$ cat src/rtl/pixel_to_block_if.sv
// pixel_to_block_if: pixel stream and block handshake in, BRAM write port and block status out
interface pixel_to_block_if;
   logic        pixel_valid;
   logic [9:0]  pixel_in;
   logic [7:0]  row_count;
   logic [8:0]  col_count;
   logic [31:0] bram_addr;
   logic [31:0] bram_wrdata;
   logic        bram_en;
   logic [3:0]  bram_we;
   logic        block_ready;
   logic [1:0]  block_index;
   logic        block_ack;
   logic        overrun;
   modport master (
      output pixel_valid, pixel_in, row_count, col_count, block_ack,
      input  bram_addr, bram_wrdata, bram_en, bram_we, block_ready, block_index, overrun
   );
   modport slave (
      input  pixel_valid, pixel_in, row_count, col_count, block_ack,
      output bram_addr, bram_wrdata, bram_en, bram_we, block_ready, block_index, overrun
   );
endinterface

$ cat src/rtl/pixel_to_block.sv
// pixel_to_block: packs a 128x128 window of a QVGA stream into 2048-word BRAM blocks
module pixel_to_block #(
   parameter int WIN_COL0   = 96,
   parameter int WIN_ROW0   = 56,
   parameter int BLOCK_ROWS = 32
) (
   input logic         pclk,
   input logic         reset,
   pixel_to_block_if.slave bus
);
   localparam logic [0:0] IDLE    = 1'b0;
   localparam logic [0:0] CAPTURE = 1'b1;
   localparam int LAST_ADDR = BLOCK_ROWS * 64 - 1;
   logic [0:0]  r_state;
   logic [7:0]  r_tag;
   logic [7:0]  r_hold;
   logic [1:0]  r_widx;
   logic        w_start, w_cap, w_past, w_win, w_wr, w_done, w_unused;
   logic [8:0]  w_dc;
   logic [7:0]  w_dr;
   logic [7:0]  w_tag;
   logic [7:0]  w_pix;
   logic [10:0] w_addr;
   logic [1:0]  w_widx;
   assign w_start  = bus.pixel_valid && bus.row_count == 8'd0 && bus.col_count == 9'd0;
   assign w_cap    = w_start || r_state == CAPTURE;
   assign w_past   = bus.pixel_valid && int'(bus.row_count) >= WIN_ROW0 + 128;
   assign w_dc     = bus.col_count - 9'(WIN_COL0);
   assign w_dr     = bus.row_count - 8'(WIN_ROW0);
   assign w_win    = bus.pixel_valid && w_cap
                     && int'(bus.col_count) >= WIN_COL0 && int'(bus.col_count) < WIN_COL0 + 128
                     && int'(bus.row_count) >= WIN_ROW0 && int'(bus.row_count) < WIN_ROW0 + 128;
   assign w_wr     = w_win && w_dc[0];
   assign w_tag    = w_start ? r_tag + 8'd1 : r_tag;
   assign w_pix    = {bus.pixel_in[1:0], bus.pixel_in[9:4]};
   assign w_addr   = 11'((int'(w_dr) % BLOCK_ROWS) * 64 + int'(w_dc[8:1]));
   assign w_widx   = 2'(int'(w_dr) / BLOCK_ROWS);
   assign w_done   = bus.bram_en && bus.bram_addr == 32'(LAST_ADDR);
   assign w_unused = ^bus.pixel_in[3:2];
   // frame tracking: (0,0) starts or restarts a capture, leaving the window's rows ends it
   always_ff @(posedge pclk) begin
      if (!reset) begin
         r_state <= IDLE;
         r_tag   <= 8'd0;
      end else begin
         r_tag   <= w_tag;
         r_state <= w_start ? CAPTURE : (w_past ? IDLE : r_state);
      end
   end
   // even pixel waits for its odd partner; consumed by the write or dropped on a new frame
   always_ff @(posedge pclk) begin
      if (!reset) r_hold <= 8'd0;
      else r_hold <= (w_win && !w_dc[0]) ? w_pix : ((w_wr || w_start) ? 8'd0 : r_hold);
   end
   // one registered BRAM write per odd in-window pixel
   always_ff @(posedge pclk) begin
      if (!reset) begin
         bus.bram_en     <= 1'b0;
         bus.bram_we     <= 4'h0;
         bus.bram_addr   <= 32'd0;
         bus.bram_wrdata <= 32'd0;
         r_widx          <= 2'd0;
      end else begin
         bus.bram_en <= w_wr;
         bus.bram_we <= {4{w_wr}};
         if (w_wr) begin
            bus.bram_addr   <= 32'(w_addr);
            bus.bram_wrdata <= {w_tag, r_hold, w_tag, w_pix};
            r_widx          <= w_widx;
         end
      end
   end
   // block status: completion wins over a same-edge ack; an unacked completion is an overrun
   always_ff @(posedge pclk) begin
      if (!reset) begin
         bus.block_ready <= 1'b0;
         bus.block_index <= 2'd0;
         bus.overrun     <= 1'b0;
      end else if (w_done) begin
         bus.block_ready <= 1'b1;
         bus.block_index <= r_widx;
         bus.overrun     <= bus.overrun | (bus.block_ready & ~bus.block_ack);
      end else if (bus.block_ack) begin
         bus.block_ready <= 1'b0;
      end
   end
endmodule

$ cat src/flat_wrapper.sv
// flat-port wrapper written by rule: the top's interface ports become plain ports
module pixel_to_block_flat 
#(
   parameter int WIN_COL0   = 96,
   parameter int WIN_ROW0   = 56,
   parameter int BLOCK_ROWS = 32
)
  (pclk, reset, bus_pixel_valid, bus_pixel_in, bus_row_count, bus_col_count, bus_block_ack, bus_bram_addr, bus_bram_wrdata, bus_bram_en, bus_bram_we, bus_block_ready, bus_block_index, bus_overrun);
  pixel_to_block_if bus_i ();
  input logic pclk;
  input logic reset;
  input wire logic [$bits(bus_i.pixel_valid)-1:0] bus_pixel_valid;
  input wire logic [$bits(bus_i.pixel_in)-1:0] bus_pixel_in;
  input wire logic [$bits(bus_i.row_count)-1:0] bus_row_count;
  input wire logic [$bits(bus_i.col_count)-1:0] bus_col_count;
  input wire logic [$bits(bus_i.block_ack)-1:0] bus_block_ack;
  output wire logic [$bits(bus_i.bram_addr)-1:0] bus_bram_addr;
  output wire logic [$bits(bus_i.bram_wrdata)-1:0] bus_bram_wrdata;
  output wire logic [$bits(bus_i.bram_en)-1:0] bus_bram_en;
  output wire logic [$bits(bus_i.bram_we)-1:0] bus_bram_we;
  output wire logic [$bits(bus_i.block_ready)-1:0] bus_block_ready;
  output wire logic [$bits(bus_i.block_index)-1:0] bus_block_index;
  output wire logic [$bits(bus_i.overrun)-1:0] bus_overrun;
  assign bus_i.pixel_valid = bus_pixel_valid;
  assign bus_i.pixel_in = bus_pixel_in;
  assign bus_i.row_count = bus_row_count;
  assign bus_i.col_count = bus_col_count;
  assign bus_i.block_ack = bus_block_ack;
  assign bus_bram_addr = bus_i.bram_addr;
  assign bus_bram_wrdata = bus_i.bram_wrdata;
  assign bus_bram_en = bus_i.bram_en;
  assign bus_bram_we = bus_i.bram_we;
  assign bus_block_ready = bus_i.block_ready;
  assign bus_block_index = bus_i.block_index;
  assign bus_overrun = bus_i.overrun;
  pixel_to_block #(.WIN_COL0(WIN_COL0), .WIN_ROW0(WIN_ROW0), .BLOCK_ROWS(BLOCK_ROWS)) u_core (.pclk(pclk), .reset(reset), .bus(bus_i));
endmodule
$ cat config.mk
export PLATFORM = sky130hd
export DESIGN_NAME = pixel_to_block_flat
export DESIGN_NICKNAME = d
export VERILOG_FILES = /design/src/rtl/pixel_to_block_if.sv /design/src/rtl/pixel_to_block.sv /design/src/flat_wrapper.sv
export SDC_FILE = /design/constraint.sdc
export NUM_CORES = 1
export LEC_CHECK = 0
export ABC_CLOCK_PERIOD_IN_PS = 4000
export CORE_ASPECT_RATIO = 1.5
export CORE_UTILIZATION = 47
export DETAILED_ROUTE_END_ITERATION = 12
export GPL_ROUTABILITY_DRIVEN = 0
export GPL_TIMING_DRIVEN = 0
export PLACE_DENSITY = 0.83
export SYNTH_ARGS = -nofsm -noshare
export SYNTH_HDL_FRONTEND = slang
export SYNTH_SLANG_ARGS = --single-unit
$ cat constraint.sdc
create_clock -name pclk -period 4 [get_ports pclk]
set_input_delay 0.6 -clock pclk [delete_from_list [all_inputs] [get_ports pclk]]
set_output_delay 0.6 -clock pclk [all_outputs]
set_load 0.02 [all_outputs]
==> impl_metrics.tcl, run 1 <==
set metrics [dict create \
    status "finished, final reports clean" \
    vias 2502 \
    nNetsFinal 446 \
    cp_max_fo 4 \
    syn_inst 299 \
    synth_cell_types 36 \
    min_period_ns 2.424 \
    p_per_area_nw_per_um2 318.0 \
    grt_pass1_wl_mm 10.65 \
    critical_path_buf_inv_count 1 \
    clk_path_buf_depth 2 \
    wl_mm 6.757 \
    maxCapViolCount 0 \
    top_layer_used "met4" \
    cts_tree "built" \
    clock_latency_ns 0.34 \
    antenna_cells 0 \
    core_um2 5492 \
    skew_ns 0.007715 \
    syn_avg_cell_area_um2 8.963 \
    numCtsBuffers 9 \
    grt.overflow.total 0 \
    ys_warn_count 0 \
    wl_met2_mm 3.575 \
    htreeDepth 3 \
    synth_area_leaders "dfxtp_1, buf_4, nand3_1" \
    holdBufCountCts 0 \
    p_leak_nw 1.422 \
    synth_largest_area_cell "dfxtp_1" \
    worst-path-stages 9 \
    synth_area_um2 2680 \
    area_growth_pct 42.53 \
    drtIter0Drc 98 \
    dp_hpwl_mm 5.107 \
    drv_slew 0 \
    root_buffer "clkbuf_8" \
    start_kind "input port" \
    die_w_um 63.66 \
    rows 33 \
    hold_ws_ns 0.4698 \
    grt_max_degree 11 \
    io_pins 104 \
    final_common_cell "clkdlybuf4s50_1" \
    grt_pass1_vias 2259 \
    cpLargestDelayFamily "adder cells" \
    start_util_pct 48.80 \
    max_stage_delay_ns 0.52 \
    hold_class "reg2reg" \
    hold_viol_final 0 \
    drt-met1-wl_mm 2.593 \
    worst_pin_slew_ns 0.7474 \
    crit_chain "clkdlybuf4s50_1, ha_1, xnor2_1, ha_1, fa_1, nand2_1, nor2_1, xnor2_1, o31ai_1" \
    yosysTopAreaCellShare_pct 44.07 \
    grt_setup_unrepaired "no" \
    port_buffers 79 \
    synth_seq_cells 59 \
    crit_type "in2reg" \
    finalSetupViolCount 0 \
    ant_nets 0 \
    grt_use_total_pct 23.73 \
    numClockSinks 59 \
    vdd_drop_max_mv 0.2175 \
    crit_required_ns 4.22 \
    hold_depth 2 \
    routedWlPerCell_um 14.02 \
    nFillCells 443 \
    drc 0 \
    cp-end-kind "flop" \
    path_clk_slew_ns 0.06 \
    ys_seq_area_share_pct 44.07 \
    cpMaxStageDelayCell "clkdlybuf4s50_1" \
    fmax_ghz 0.4125 \
    die_h_um 94.49 \
    cts-resized-gates 0 \
    via_per_inst 5.191 \
    dr.pass1.iters 4 \
    setup-tns-final_ns 0 \
    met3_length_um 448 \
    antenna_found_initial 0 \
    reg2reg_depth 4 \
    finalCritPeriodShare_pct 60.60 \
    post_cts_buffers 0 \
    final_cell_mix "clkdlybuf4s50_1, dfxtp_1, nand3_1, buf_4, nand2_1" \
    crit_arrival_ns 2.64 \
    slew_headroom_pct 50.17 \
    drive_above_1_share_pct 15.53 \
    dieArea_um2 6014 \
]
-- registers in the layout, indices dropped and copies added (netlist names) --
register and flops:
u_core.r_tag 8, u_core.bus.bram_en 1, u_core.bus.bram_addr 11, u_core.bus.bram_wrdata 24, u_core.bus.block_ready 1, u_core.bus.block_index 2, u_core.r_widx 2, u_core.bus.overrun 1
u_core.r_hold 8, u_core.r_state 1
-- path summary, 6_finish.rpt --
path,start,to,slack (ns)
max,bus_col_count[5],u_core.bus.bram_addr[10]$_SDFFE_PN0P_,1.58
min reg2reg,u_core.bus.bram_wrdata[16]$_SDFFE_PN0P_,u_core.bus.bram_wrdata[16]$_SDFFE_PN0P_,0.47
max reg2reg,u_core.bus.bram_addr[2]$_SDFFE_PN0P_,u_core.bus.block_index[1]$_SDFFE_PN0P_,2.46
min,u_core.bus.bram_wrdata[16]$_SDFFE_PN0P_,u_core.bus.bram_wrdata[16]$_SDFFE_PN0P_,0.47
-- stage by stage --
stage                     worst slack [ns]  cell area (um^2)  total power [mW]  std cells  util [%]
after global routing                 1.508              3820             1.254        482     69.56
after detailed placement             1.252              3633            0.7218        468     66.17
final                                1.576              3820             1.215        482     69.56
after CTS                            1.587              3820             1.219        482     69.56
after global placement               1.304              3633            0.7213        468     66.17
after floorplan                      2.014              2755            0.6722        319         -
-- where the power goes --
group | switching (mW) | internal [mW] | total (mW)
sequential | 0.000000140 | 0.588 | 0.588
combinational | 0.0685 | 0.0556 | 0.124
clock | 0.218 | 0.285 | 0.503
total | 0.286 | 0.929 | 1.21
-- routing by layer --
layer / GRT usage, % / up-vias
met3: 4.227 / 14
met4: 14.02 / 0
met2: 43.44 / 104
met1: 25.02 / 1174
li1: - / 1210
met5: 0 / -
-- cell families after synthesis --
family | synth area share, %
and+or+nand+nor | 22.32
DFF | 44.07
buffers and inverters | 13.12
AOI/OAI and AO/OA | 11.30
xor gates and xnor gates | 4.855
adders and majority gates | 3.081
muxes | 1.120
other | 0.1399
-- synth_stat cells --
cell type   n
a31oi_1     1
nor3_1      3
or3_1       1
ha_1        5
o21a_1      1
or2_0       1
nand3_4     1
buf_1       5
o22ai_1     9
nor2_1     16
nand3_1    41
xnor2_1    12
mux2i_1     3
nor2b_1     3
dfxtp_1    59
a21oi_1     2
xor2_1      1
buf_2       2
nand4_1     6
and4_1      1
xnor2_2     1
fa_1        1
nor4_2      4
o21ai_0    25
nand2_1    29
conb_1      1
a31oi_2     1
o21ai_1     8
nor4_4      3
clkinv_1    1
o31ai_1     5
clkbuf_1    5
buf_4      37
a21o_1      1
inv_1       3
buf_6       1
-- worst min-delay path: stages, from the launching register on --
cell and delay [ns]:
dfxtp_1 0.31, nand3_1 0.05, o21ai_0 0.06
-- area by class of cell --
| type | instances | area (um^2) | area share (%) |
|---|---|---|---|
| multi-input combinational | 206 | 1222 | 32.00 |
| tap | 70 | 87.58 | 2.293 |
| clock buffer | 13 | 178.9 | 4.684 |
| inverter | 4 | 15.01 | 0.3931 |
| clock inverter | 1 | 7.507 | 0.1965 |
| sequential | 59 | 1181 | 30.92 |
| timing repair buffer | 79 | 790.8 | 20.70 |
| buffer | 50 | 336.6 | 8.811 |
No activity file was read; power rests on OpenSTA's default activity.
==> run 2: changes to the inputs <==
ABC_CLOCK_PERIOD_IN_PS = 2500   (was 4000)
CORE_UTILIZATION = 44   (was 47)
PLACE_DENSITY = 0.79   (was 0.83)
clock period = 2.5 ns   (was 4 ns; I/O delays follow)
==> run 2 against run 1 <==
Combinational power up 60%. Critical path depth unchanged. Clock skew is 0.0018 ns lower. Largest cell class unchanged.
==> impl_metrics.tcl, run 2 (synthesis results as in run 1) <==
set metrics [dict create \
    slew_headroom_pct 51.71 \
    fmax_ghz 0.4645 \
    largest_reg_flops 24 \
    final_cell_mix "clkdlybuf4s50_1, dfxtp_1, nand3_1, buf_4, nand2_1" \
    core_um2 5828 \
    crit_end "u_core.bus.bram_addr[10]$_SDFFE_PN0P_" \
    final_common_cell "clkdlybuf4s50_1" \
    drc 0 \
    crit_path_start "bus_col_count[5]" \
    finalCritPeriodShare_pct 86.11 \
    crit_required_ns 2.75 \
    cts-resized-gates 0 \
    cp_max_fo 4 \
    clock_latency_ns 0.33 \
    regMostFlops "u_core.bus.bram_wrdata" \
    worst_pin_slew_ns 0.7243 \
    cp-end-kind "flop" \
    vdd_drop_max_mv 0.3532 \
    post_cts_buffers 0 \
    antenna_cells 0 \
    reg2reg_depth 4 \
    final_util_pct 65.33 \
    crit_arrival_ns 2.40 \
    crit_type "in2reg" \
    clk_path_buf_depth 2 \
    die_h_um 97.59 \
    largest_registers "u_core.bus.bram_wrdata (24), u_core.bus.bram_addr (11)" \
    dr.pass1.iters 4 \
    ff2ff_setup_slack_ns 0.97 \
    grt.overflow.total 0 \
    hold_viol_final 0 \
    cts_tree "built" \
    hold_ws_ns 0.4662 \
    nNetsFinal 446 \
    numClockSinks 59 \
    setup-tns-final_ns 0 \
    hold_class "reg2reg" \
    p_per_area_nw_per_um2 494.9 \
    holdBufCountCts 0 \
    dp_hpwl_mm 5.227 \
    skew_ns 0.005880 \
    drive_above_1_share_pct 15.46 \
    grt_max_degree 11 \
    nFillCells 499 \
    htreeDepth 3 \
    io_pins 104 \
    finalSetupViolCount 0 \
    maxCapViolCount 0 \
    path_clk_slew_ns 0.06 \
    grt_setup_unrepaired "no" \
    port_buffers 79 \
    antenna_found_initial 0 \
    r2r_start "u_core.bus.bram_en$_SDFF_PN0_" \
    drv_slew 0 \
    p_leak_nw 1.415 \
    root_buffer "clkbuf_8" \
    r2r_end "u_core.bus.block_index[0]$_SDFFE_PN0P_" \
    grt_use_total_pct 22.17 \
    wl_mm 6.840 \
    routedWlPerCell_um 14.07 \
    min_period_ns 2.153 \
    vias 2481 \
    start_util_pct 45.99 \
    die_w_um 65.73 \
    fin_cells 486 \
    start_kind "input port" \
    drtIter0Drc 126 \
    ant_nets 0 \
    status "finished, final reports clean" \
    rows 34 \
    area_growth_pct 42.06 \
    placed_cells 470 \
    numCtsBuffers 9 \
    grt_pass1_vias 2348 \
    dieArea_um2 6414 \
    grt_pass1_wl_mm 10.75 \
    via_per_inst 5.105 \
]
[run 2: cell count changes in the layout (fill, tap and decap cells not counted), sizes merged]
cell,delta
clkbuf,-1
clkinv,+3
[run 2: area by class of cell]
| cell class | instances | area [um^2] | area share (%) |
|---|---|---|---|
| Multi-Input combinational cell | 206 | 1222 | 32.11 |
| Tap cell | 72 | 90.09 | 2.366 |
| Clock buffer | 12 | 145.1 | 3.812 |
| Timing Repair Buffer | 79 | 790.8 | 20.77 |
| Sequential cell | 59 | 1181 | 31.02 |
| Inverter | 4 | 15.01 | 0.3943 |
| Buffer | 50 | 336.6 | 8.840 |
| Clock inverter | 4 | 26.28 | 0.6901 |
[run 2: report_power, final]
part | internal [mW] | switching, mW
registers | 0.940 | 0.000000236
logic | 0.0887 | 0.110
clock network | 0.385 | 0.361
total | 1.41 | 0.471
[run 2: worst min-delay path by stage]
stage	startpoint	end	slack, ns	cells past startpoint
after CTS	u_core.bus.overrun$_SDFFE_PN0P_	u_core.bus.overrun$_SDFFE_PN0P_	0.47	2
after global routing	u_core.bus.bram_wrdata[29]$_SDFFE_PN0P_	u_core.bus.bram_wrdata[29]$_SDFFE_PN0P_	0.50	2
after detailed placement	u_core.bus.overrun$_SDFFE_PN0P_	u_core.bus.overrun$_SDFFE_PN0P_	0.46	2
after global placement	u_core.bus.overrun$_SDFFE_PN0P_	u_core.bus.overrun$_SDFFE_PN0P_	0.45	2
final	u_core.bus.overrun$_SDFFE_PN0P_	u_core.bus.overrun$_SDFFE_PN0P_	0.47	2
after floorplan	u_core.r_widx[1]$_SDFFE_PN0P_	u_core.r_widx[1]$_SDFFE_PN0P_	0.44	2
[run 2: metrics by stage]
stage	total power, mW	worst slack, ns	area (um^2)
floorplan	1.076	0.7394	2755
global placement	1.154	0.05162	3636
detailed placement	1.155	0.009624	3636
CTS	1.899	0.3661	3807
global route	1.960	0.2303	3807
finish	1.884	0.3472	3807
[run 2: critical path, cell delays in order]
cell	delay [ns]
clkdlybuf4s50_1	0.52
ha_1	0.26
xnor2_1	0.16
ha_1	0.23
fa_1	0.40
nand2_1	0.08
nor2_1	0.05
xnor2_1	0.15
o31ai_1	0.18
[run 2: layer usage]
metal	wire length, um	vias up	global-route usage, %
met1	2740	1150	25.22
met3	496	18	5.516
li1	-	1206	-
met5	0	-	0
met4	160	0	10.37
met2	3443	107	37.52
